## src/rtl/simon_param_core.sv

```systemverilog
// rtl/simon_param_core.sv - Iterative SIMON 2N/(M*N) core with serial key/plaintext load and serial ciphertext out.
// Optional SIMON_KEY_RESTORE_EN keeps a shadow of the loaded key and restores it after each run.
module simon_param_core #(
    parameter int          N = 16,
    parameter int          M = 4,
    parameter int          T = 32,
    parameter logic [61:0] Z = 62'b0110011100001101010010001011111_0110011100001101010010001011111
) (
    input  logic       clk,
    input  logic       reset,
    input  logic       data_in,
    input  logic [1:0] data_rdy,
    input  logic       debug_port,
    output logic       cipher_out,
    output logic       valid,
    output logic       busy
);

    localparam int KW  = M * N;
    localparam int BW  = 2 * N;
    localparam int RCW = (T > 1) ? $clog2(T) : 1;
    localparam int OCW = $clog2(BW);

    typedef enum logic [1:0] {IDLE, RUN, OUT} state_t;

    state_t         state;
    logic [KW-1:0]  kr;
    logic [BW-1:0]  br;
    logic [RCW-1:0] rc;
    logic [5:0]     zi;
    logic [OCW-1:0] oc;
`ifdef SIMON_KEY_RESTORE_EN
    logic [KW-1:0]  shadow;
`endif

    logic [N-1:0] x, y, k0, k1, kt, fx, tmp, new_key;

    function automatic logic [N-1:0] rol(input logic [N-1:0] v, input int s);
        return (v << s) | (v >> (N - s));
    endfunction

    function automatic logic [N-1:0] ror(input logic [N-1:0] v, input int s);
        return (v >> s) | (v << (N - s));
    endfunction

    assign x  = br[BW-1:N];
    assign y  = br[N-1:0];
    assign k0 = kr[N-1:0];
    assign k1 = kr[2*N-1:N];
    assign kt = kr[KW-1:KW-N];

    // Round function and next key word; z constant only touches bit 0.
    always_comb begin
        fx  = (rol(x, 1) & rol(x, 8)) ^ rol(x, 2);
        tmp = ror(kt, 3);
        if (M == 4) tmp = tmp ^ k1;
        tmp     = tmp ^ ror(tmp, 1);
        new_key = ~k0 ^ tmp ^ {{(N-1){1'b0}}, Z[zi]} ^ N'(3);
    end

    assign cipher_out = debug_port ? kr[0] : br[BW-1];

    always_ff @(posedge clk or negedge reset) begin
        if (!reset) begin
            state  <= IDLE;
            kr     <= '0;
            br     <= '0;
            rc     <= '0;
            zi     <= '0;
            oc     <= '0;
            valid  <= 1'b0;
            busy   <= 1'b0;
`ifdef SIMON_KEY_RESTORE_EN
            shadow <= '0;
`endif
        end else begin
            case (state)
                IDLE: begin
                    case (data_rdy)
                        2'b01: begin
                            kr     <= {kr[KW-2:0], data_in};
`ifdef SIMON_KEY_RESTORE_EN
                            shadow <= {shadow[KW-2:0], data_in};
`endif
                        end
                        2'b10: br <= {br[BW-2:0], data_in};
                        2'b11: begin
                            state <= RUN;
                            busy  <= 1'b1;
                            rc    <= '0;
                            zi    <= '0;
                        end
                        default: ;
                    endcase
                end
                RUN: begin
                    br <= {y ^ fx ^ k0, x};
                    kr <= {new_key, kr[KW-1:N]};
                    rc <= rc + RCW'(1);
                    zi <= (zi == 6'd61) ? 6'd0 : zi + 6'd1;
                    if (rc == RCW'(T - 1)) begin
                        state <= OUT;
                        valid <= 1'b1;
                        oc    <= '0;
                    end
                end
                OUT: begin
                    br <= {br[BW-2:0], 1'b0};
                    oc <= oc + OCW'(1);
                    if (oc == OCW'(BW - 1)) begin
                        state <= IDLE;
                        valid <= 1'b0;
                        busy  <= 1'b0;
`ifdef SIMON_KEY_RESTORE_EN
                        kr    <= shadow;
`endif
                    end
                end
                default: state <= IDLE;
            endcase
        end
    end

endmodule

```

## config.mk

```make
export PLATFORM = sky130hd
export DESIGN_NAME = simon_param_core
export DESIGN_NICKNAME = d
export VERILOG_FILES = /design/src/rtl/simon_param_core.sv
export SDC_FILE = /design/constraint.sdc
export NUM_CORES = 1
export LEC_CHECK = 0
export CORE_UTILIZATION = 40
export CTS_CLUSTER_DIAMETER = 150
export DETAILED_ROUTE_END_ITERATION = 12
export PLACE_DENSITY_LB_ADDON = 0.3
export SYNTH_ARGS = -nofsm -noshare
export SYNTH_HDL_FRONTEND = slang
export SYNTH_SLANG_ARGS = --single-unit
```

## constraint.sdc

```tcl
create_clock -name clk -period 2.9 [get_ports clk]
set_clock_uncertainty 0.15 [all_clocks]
set_input_delay 0.725 -clock clk [delete_from_list [all_inputs] [get_ports clk]]
set_output_delay 0.725 -clock clk [all_outputs]
set_load 0.005 [all_outputs]
```

==> results of run 1 <==
[state kept, by name, summed over array words and instances (netlist names)]
signal  flops
kr         64
busy        1
state       2
rc          5
oc          5
br         32
valid       1
zi          6
[cell families (layout without fill, tap and decap cells)]
kind of cell,Yosys count,in the layout
compound gates,191,191
simple gates,155,155
flops,116,116
xor+xnor,99,99
mux,57,57
buf+inv,54,63
fa+ha+maj,14,14
[per-layer routing]
metal | GRT usage (%) | share of wire, % | up-vias
met1 | 23.6 | 47 | 2377
li1 | - | - | 2385
met3 | 3.79 | 2.6 | 22
met2 | 29.1 | 48 | 61
met5 | 0 | 0 | -
met4 | 8.11 | 1.9 | 0
[cells in the mapped netlist, drive strengths merged (2+ instances only)]
cell      n
inv      11
a21oi    49
nand3     7
nand2b    3
a32oi     2
a21o     15
xor2      2
ha       14
nand2    74
clkbuf   30
nor3      5
buf      13
nor2b     3
o21ai    66
mux2i    52
mux2      4
a211oi   14
nor4b     2
and3      4
nor2     53
dfrtp   116
xnor2    97
a22o      2
o31ai     3
a22oi    31
[worst max path at each step]
| stage | start | slack [ps] | to |
|---|---|---|---|
| floorplan | zi[0] | 910 | kr[48] |
| global placement | debug_port | 60 | cipher_out |
| detailed placement | debug_port | 70 | cipher_out |
| CTS | debug_port | 70 | cipher_out |
| global route | debug_port | 20 | cipher_out |
| finish | debug_port | 70 | cipher_out |
[worst max-delay path: cells and delay by family]
kind | cells | cell delay [ps]
mux | 1 | 330
buf+inv | 2 | 900
[area by class of cell]
class                           count  area (sq um)
Timing Repair Buffer               20           230
Tap cell                          216           270
Multi-Input combinational cell    516          3510
Clock buffer                       22           474
Sequential cell                   116          2900
Inverter                           11          41.3
Clock inverter                     10           200
Fill cell                        1491          8370
[per-stage QoR]
| step | worst slack, ps | hold WS (ps) |
|---|---|---|
| after floorplan | 909 | 279 |
| after global placement | 64.9 | 342 |
| after detailed placement | 68.3 | 343 |
| after CTS | 66.2 | 166 |
| after global routing | 24.8 | 186 |
| final | 71.3 | 157 |
[power by group through the flow]
| stage | clock, uW | combinational [uW] | sequential, uW |
|---|---|---|---|
| after floorplan | 0 | 4310 | 2950 |
| after global placement | 0 | 4990 | 3230 |
| after detailed placement | 0 | 5100 | 3260 |
| after CTS | 2440 | 5170 | 3240 |
| after global routing | 2510 | 5710 | 3350 |
| final | 2410 | 5130 | 3250 |
==> impl_results.md, run 1 <==
- Status: finished, final reports clean
- Antenna Cells: 0
- Worst vdd ir: 0.676 mV
- Area growth from synthesis to layout: 15.5%
- Crit path arrival time: 1950 ps
- FF-to-FF setup slack: 420 ps
- Synth warn: 0
- Initial antenna violation count: 0
- Sw frac: 39.3%
- Async set or reset register ratio after synthesis: 100%
- Cell Chain, Critical Path: clkdlybuf4s50_1 > mux2_2 > clkdlybuf4s50_1
- Simple-gate share of the synthesized area: 9.78%
- Max-slew violations: 0
- CTS sink count: 116
- CTS max path bufs: 2
- Worst Reg2Reg Path Length in Cells: 5
- Int Pwr: 6550 uW
- Classification of the worst setup path: in -> out
- Max Fclk: 0.354 GHz
- Dpl cells: 879
- Syn nets: 706
- Worst-Skew Late Latency: 420 ps
- Fraction of layout instances using a drive strength above 1: 7.91%
- Total grt overflow: 0
- Worst setup SP type: input pin
- CP Max Fanout: 1
- Fin crit period: 2830 ps
- Part of the power in registers: 30.1%
- RSZ-0062 raised after global routing: false
- Mux cell area share after synthesis: 8.96%
- Worst path max stage delay: 460 ps
- Maxcap violations: 0
- First-pass DRT Iterations: 5
- Core footprint: 16000 sq um
- Final setup fails: 0
- Leading area contributor after synthesis: dfrtp_1
- R2r startpoint: state[0]
- Design Area, Final: 7630 sq um
- Vias in the first global route: 4784
- Number of CTS-inserted buffers: 17
- Row count: 46
- Hold Fails Final Rpt: 0
- Routability congestion estimate from global placement: 0.787
- Wire per inst: 15.5 um
- First-pass GRT wire length: 23.9 mm
- Largest family of logic cells by synthesized area: compound AO/OA/AOI/OAI gates
- Hold_buf cts: 0
- Logic pwr share: 47.5%
- Main flop type after synthesis: dfrtp_1
- Final Non-Filler Cells: 911
- Cell area after synthesis: 6600 sq um
- Sequential fraction of the synthesis area: 44.0%
- Post-synth EDFFs: 0
- Max-slew headroom: 21.5%
- Leak: 0.00323 uW
- Tightest Pin Transition: 1180 ps
- Xor/xnor share of the synthesized area: 13.4%
- # DRC: 0
- Slowest CP cell: clkdlybuf4s50_1
- Via/cell ratio: 5.32
- Placement Cell Area: 6950 sq um
- Final Cycle Share: 97.5%
- Clk pwr share: 22.3%
- Syn Inst Count: 686
- I/O pin total: 9
- Commonest cells after routing, fill and taps aside: 116 x dfrtp_1, 96 x xnor2_1, 74 x nand2_1
- R2r endpoint: br[3]
- Tot Pwr: 10800 uW
- Die area: 17000 sq um
- CTS tree: done
- Port-buffer cells: 8
- Synth top area share: 44.0%
- Vias: 4845
- Most used cell, CP: clkdlybuf4s50_1
- Post-Synth Adder-Cell Area: 2.65%
- Post-layout util: 47.7%
- Final HPWL DP: 9.05 mm
- Starting Density: 41.3%
- Largest net degree at the start of global routing: 83
- Mean Syn Cell Area: 9.63 sq um
- 1st-iter DRT viols: 320
- Nets: 702
- Register bit count reported by yosys: 116
- Synth cell types: 43
- Die height: 130 um
- Critical path data required time: 2030 ps
- Resize count post-CTS: 0
- Hold crit path type: in -> async
- Post-route ant nets: 0
- Switching power: 4230 uW
- Power Density: 1410 nW/um^2
- Commonest non-fill, non-tap cell in the layout: dfrtp_1
- Postcts setup bufs: 0
- Complex-gate fraction of the synthesized area: 17.8%
- Clk root buf: clkbuf_16
- Drt total wl: 14.1 mm
- Die span in x: 130 um
- CP endpoint kind: output port
- Synth area leaders: dfrtp_1 44%, xnor2_1 13%, mux2i_1 7.9%, o21ai_0 5.0%, nand2_1 4.2%
- H-tree Lvls: 4
- CTS clk-pin slew, worst paths: 50 ps
- Setup TNS: 0 ps
- Global-route usage over all layers: 18.2%
(Power assumes the default switching activity.)
==> inputs of run 2 (changes only) <==
Settings changed: ABC_CLOCK_PERIOD_IN_PS set to 2900, PLACE_DENSITY_LB_ADDON 0.3 to unset.
==> impl_results.md, run 2 (same netlist as run 1, synthesis figures left out) <==
- Critical path data required time: 2030 ps (about the same)
- Largest net degree at the start of global routing: 65 (-22%)
- Core footprint: 16000 sq um (unchanged)
- Dpl cells: 880 (+0.11%)
- CP Max Fanout: 1 (unchanged)
- Postcts setup bufs: 0 (unchanged)
- Vias: 4785 (-1.2%)
- 1st-iter DRT viols: 367 (+15%)
- Setup TNS: 0 ps (unchanged)
- Area growth from synthesis to layout: 14.2%
- Commonest cells after routing, fill and taps aside: 116 x dfrtp_1, 96 x xnor2_1, 74 x nand2_1
- Max Fclk: 0.353 GHz (-0.26%)
- Final setup fails: 0 (unchanged)
- Maxcap violations: 0 (unchanged)
- Max-slew violations: 0 (unchanged)
- CTS max path bufs: 2 (unchanged)
- Worst-Skew Late Latency: 420 ps (about the same)
- CP endpoint kind: output port
- Hold Fails Final Rpt: 0 (unchanged)
- Final Non-Filler Cells: 912 (+0.11%)
- Worst vdd ir: 0.544 mV (-20%)
- Classification of the worst setup path: in -> out
- Tightest Pin Transition: 1180 ps (+3.60 ps)
- Design Area, Final: 7540 sq um (-1.1%)
- Worst setup SP type: input pin
- Clk root buf: clkbuf_16
- R2r startpoint: state[0]
- CTS clk-pin slew, worst paths: 60 ps (about the same)
- Placement Cell Area: 6960 sq um (+0.11%)
- Largest regs: kr x64, br x32, zi x6
- Total grt overflow: 0 (unchanged)
- Hold crit path type: in -> async
- Wire per inst: 15.4 um (-0.66%)
- CTS tree: done
- Buf+Inv Stages, Crit Path: 2 (unchanged)
- Antenna Cells: 0 (unchanged)
- # DRC: 0 (unchanged)
- Vias in the first global route: 4725 (-1.2%)
- Post-route ant nets: 0 (unchanged)
- Fraction of layout instances using a drive strength above 1: 8.05% (+0.13 points)
- Die area: 17000 sq um (unchanged)
- Starting Density: 41.3% (unchanged)
- Resize count post-CTS: 0 (unchanged)
- Biggest register: kr
- Leak: 0.00319 uW (-1.3%)
- Post-layout util: 47.1% (-0.55 points)
- Top delay family on crit path: buffers and inverters
- Most used cell, CP: clkdlybuf4s50_1
- Routability congestion estimate from global placement: 0.791 (+0.46%)
- Slowest CP cell: clkdlybuf4s50_1
- Commonest non-fill, non-tap cell in the layout: dfrtp_1
- Drt total wl: 14.0 mm (-0.55%)
- Largest register FFs: 64 (unchanged)
- Fin crit period: 2840 ps (+7.33 ps)
- Crit path arrival time: 1960 ps (about the same)
- Hold_buf cts: 0 (unchanged)
- First-pass GRT wire length: 23.6 mm (-1.3%)
- Global-route usage over all layers: 17.8% (-0.34 points)
- Power Density: 1390 nW/um^2 (-2.0%)
- RSZ-0062 raised after global routing: false
- Cell Chain, Critical Path: clkdlybuf4s50_1 > mux2_2 > clkdlybuf4s50_1
- Final Cycle Share: 97.8% (+0.25 points)
- Final hold slack: 190 ps (+32.8 ps)
- Max-slew headroom: 21.2% (-0.24 points)
- Row count: 46 (unchanged)
- Number of CTS-inserted buffers: 17 (unchanged)
- Layout fillers: 1518 (+1.8%)
- Die span in x: 130 um (unchanged)
- Via/cell ratio: 5.25 (-1.3%)
- Final HPWL DP: 9.35 mm (+3.3%)
- Status: finished, final reports clean
- CTS sink count: 116 (unchanged)
- Initial antenna violation count: 0 (unchanged)
- H-tree Lvls: 4 (unchanged)
- Port-buffer cells: 8 (unchanged)
- Nets: 703 (+0.14%)
- Worst path max stage delay: 460 ps (about the same)
- I/O pin total: 9 (unchanged)
- First-pass DRT Iterations: 4 (-1)
- Die height: 130 um (unchanged)
- Worst setup path start: debug_port
run 2: cell count changes in the layout (fill, tap and decap cells not counted), sizes merged:
cell	previous run	this run
clkinvlp	0	2
bufinv	6	2
buf	13	14
clkinv	4	6
run 2: worst paths after layout:
path                       slack, ps          to  cells past startpoint
setup / recovery                  60  cipher_out                      3
setup reg to reg                 420       br[7]                      5
hold / removal                   190       rc[1]                      1
hold reg to reg                  350      kr[45]                      2
min in group clk                 350      kr[45]                      2
max in group asynchronous       1740      br[15]                      2
run 2: routing by layer:
metal	wire (um)	GRT usage (%)
met1	7050	23.9
met2	6520	28.2
met3	328	4.76
met4	116	5.14
met5	0	0
run 2: through the flow:
step | setup slack (ps) | power (uW)
2_1_floorplan | 909 | 7260
3_3_place_gp | 69.1 | 8240
3_5_place_dp | 59.8 | 8420
4_1_cts | 55.1 | 10500
5_1_grt | 23.1 | 11300
6_report | 64.0 | 10400
run 2: report_power, final:
part	total, uW	internal, uW	switching (uW)
registers	3240	2320	919
clock network	2060	1320	740
logic	5150	2570	2580
total	10400	6210	4240
run 2: cell type report:
class | count | area [sq um] | area share (%)
clock buffers | 22 | 474 | 6.29
well taps | 216 | 270 | 3.59
flip-flops and latches | 116 | 2900 | 38.5
multi-input cells | 516 | 3510 | 46.5
clock inverters | 10 | 105 | 1.39
inverters | 11 | 41.3 | 0.548
repair buffers | 21 | 238 | 3.15
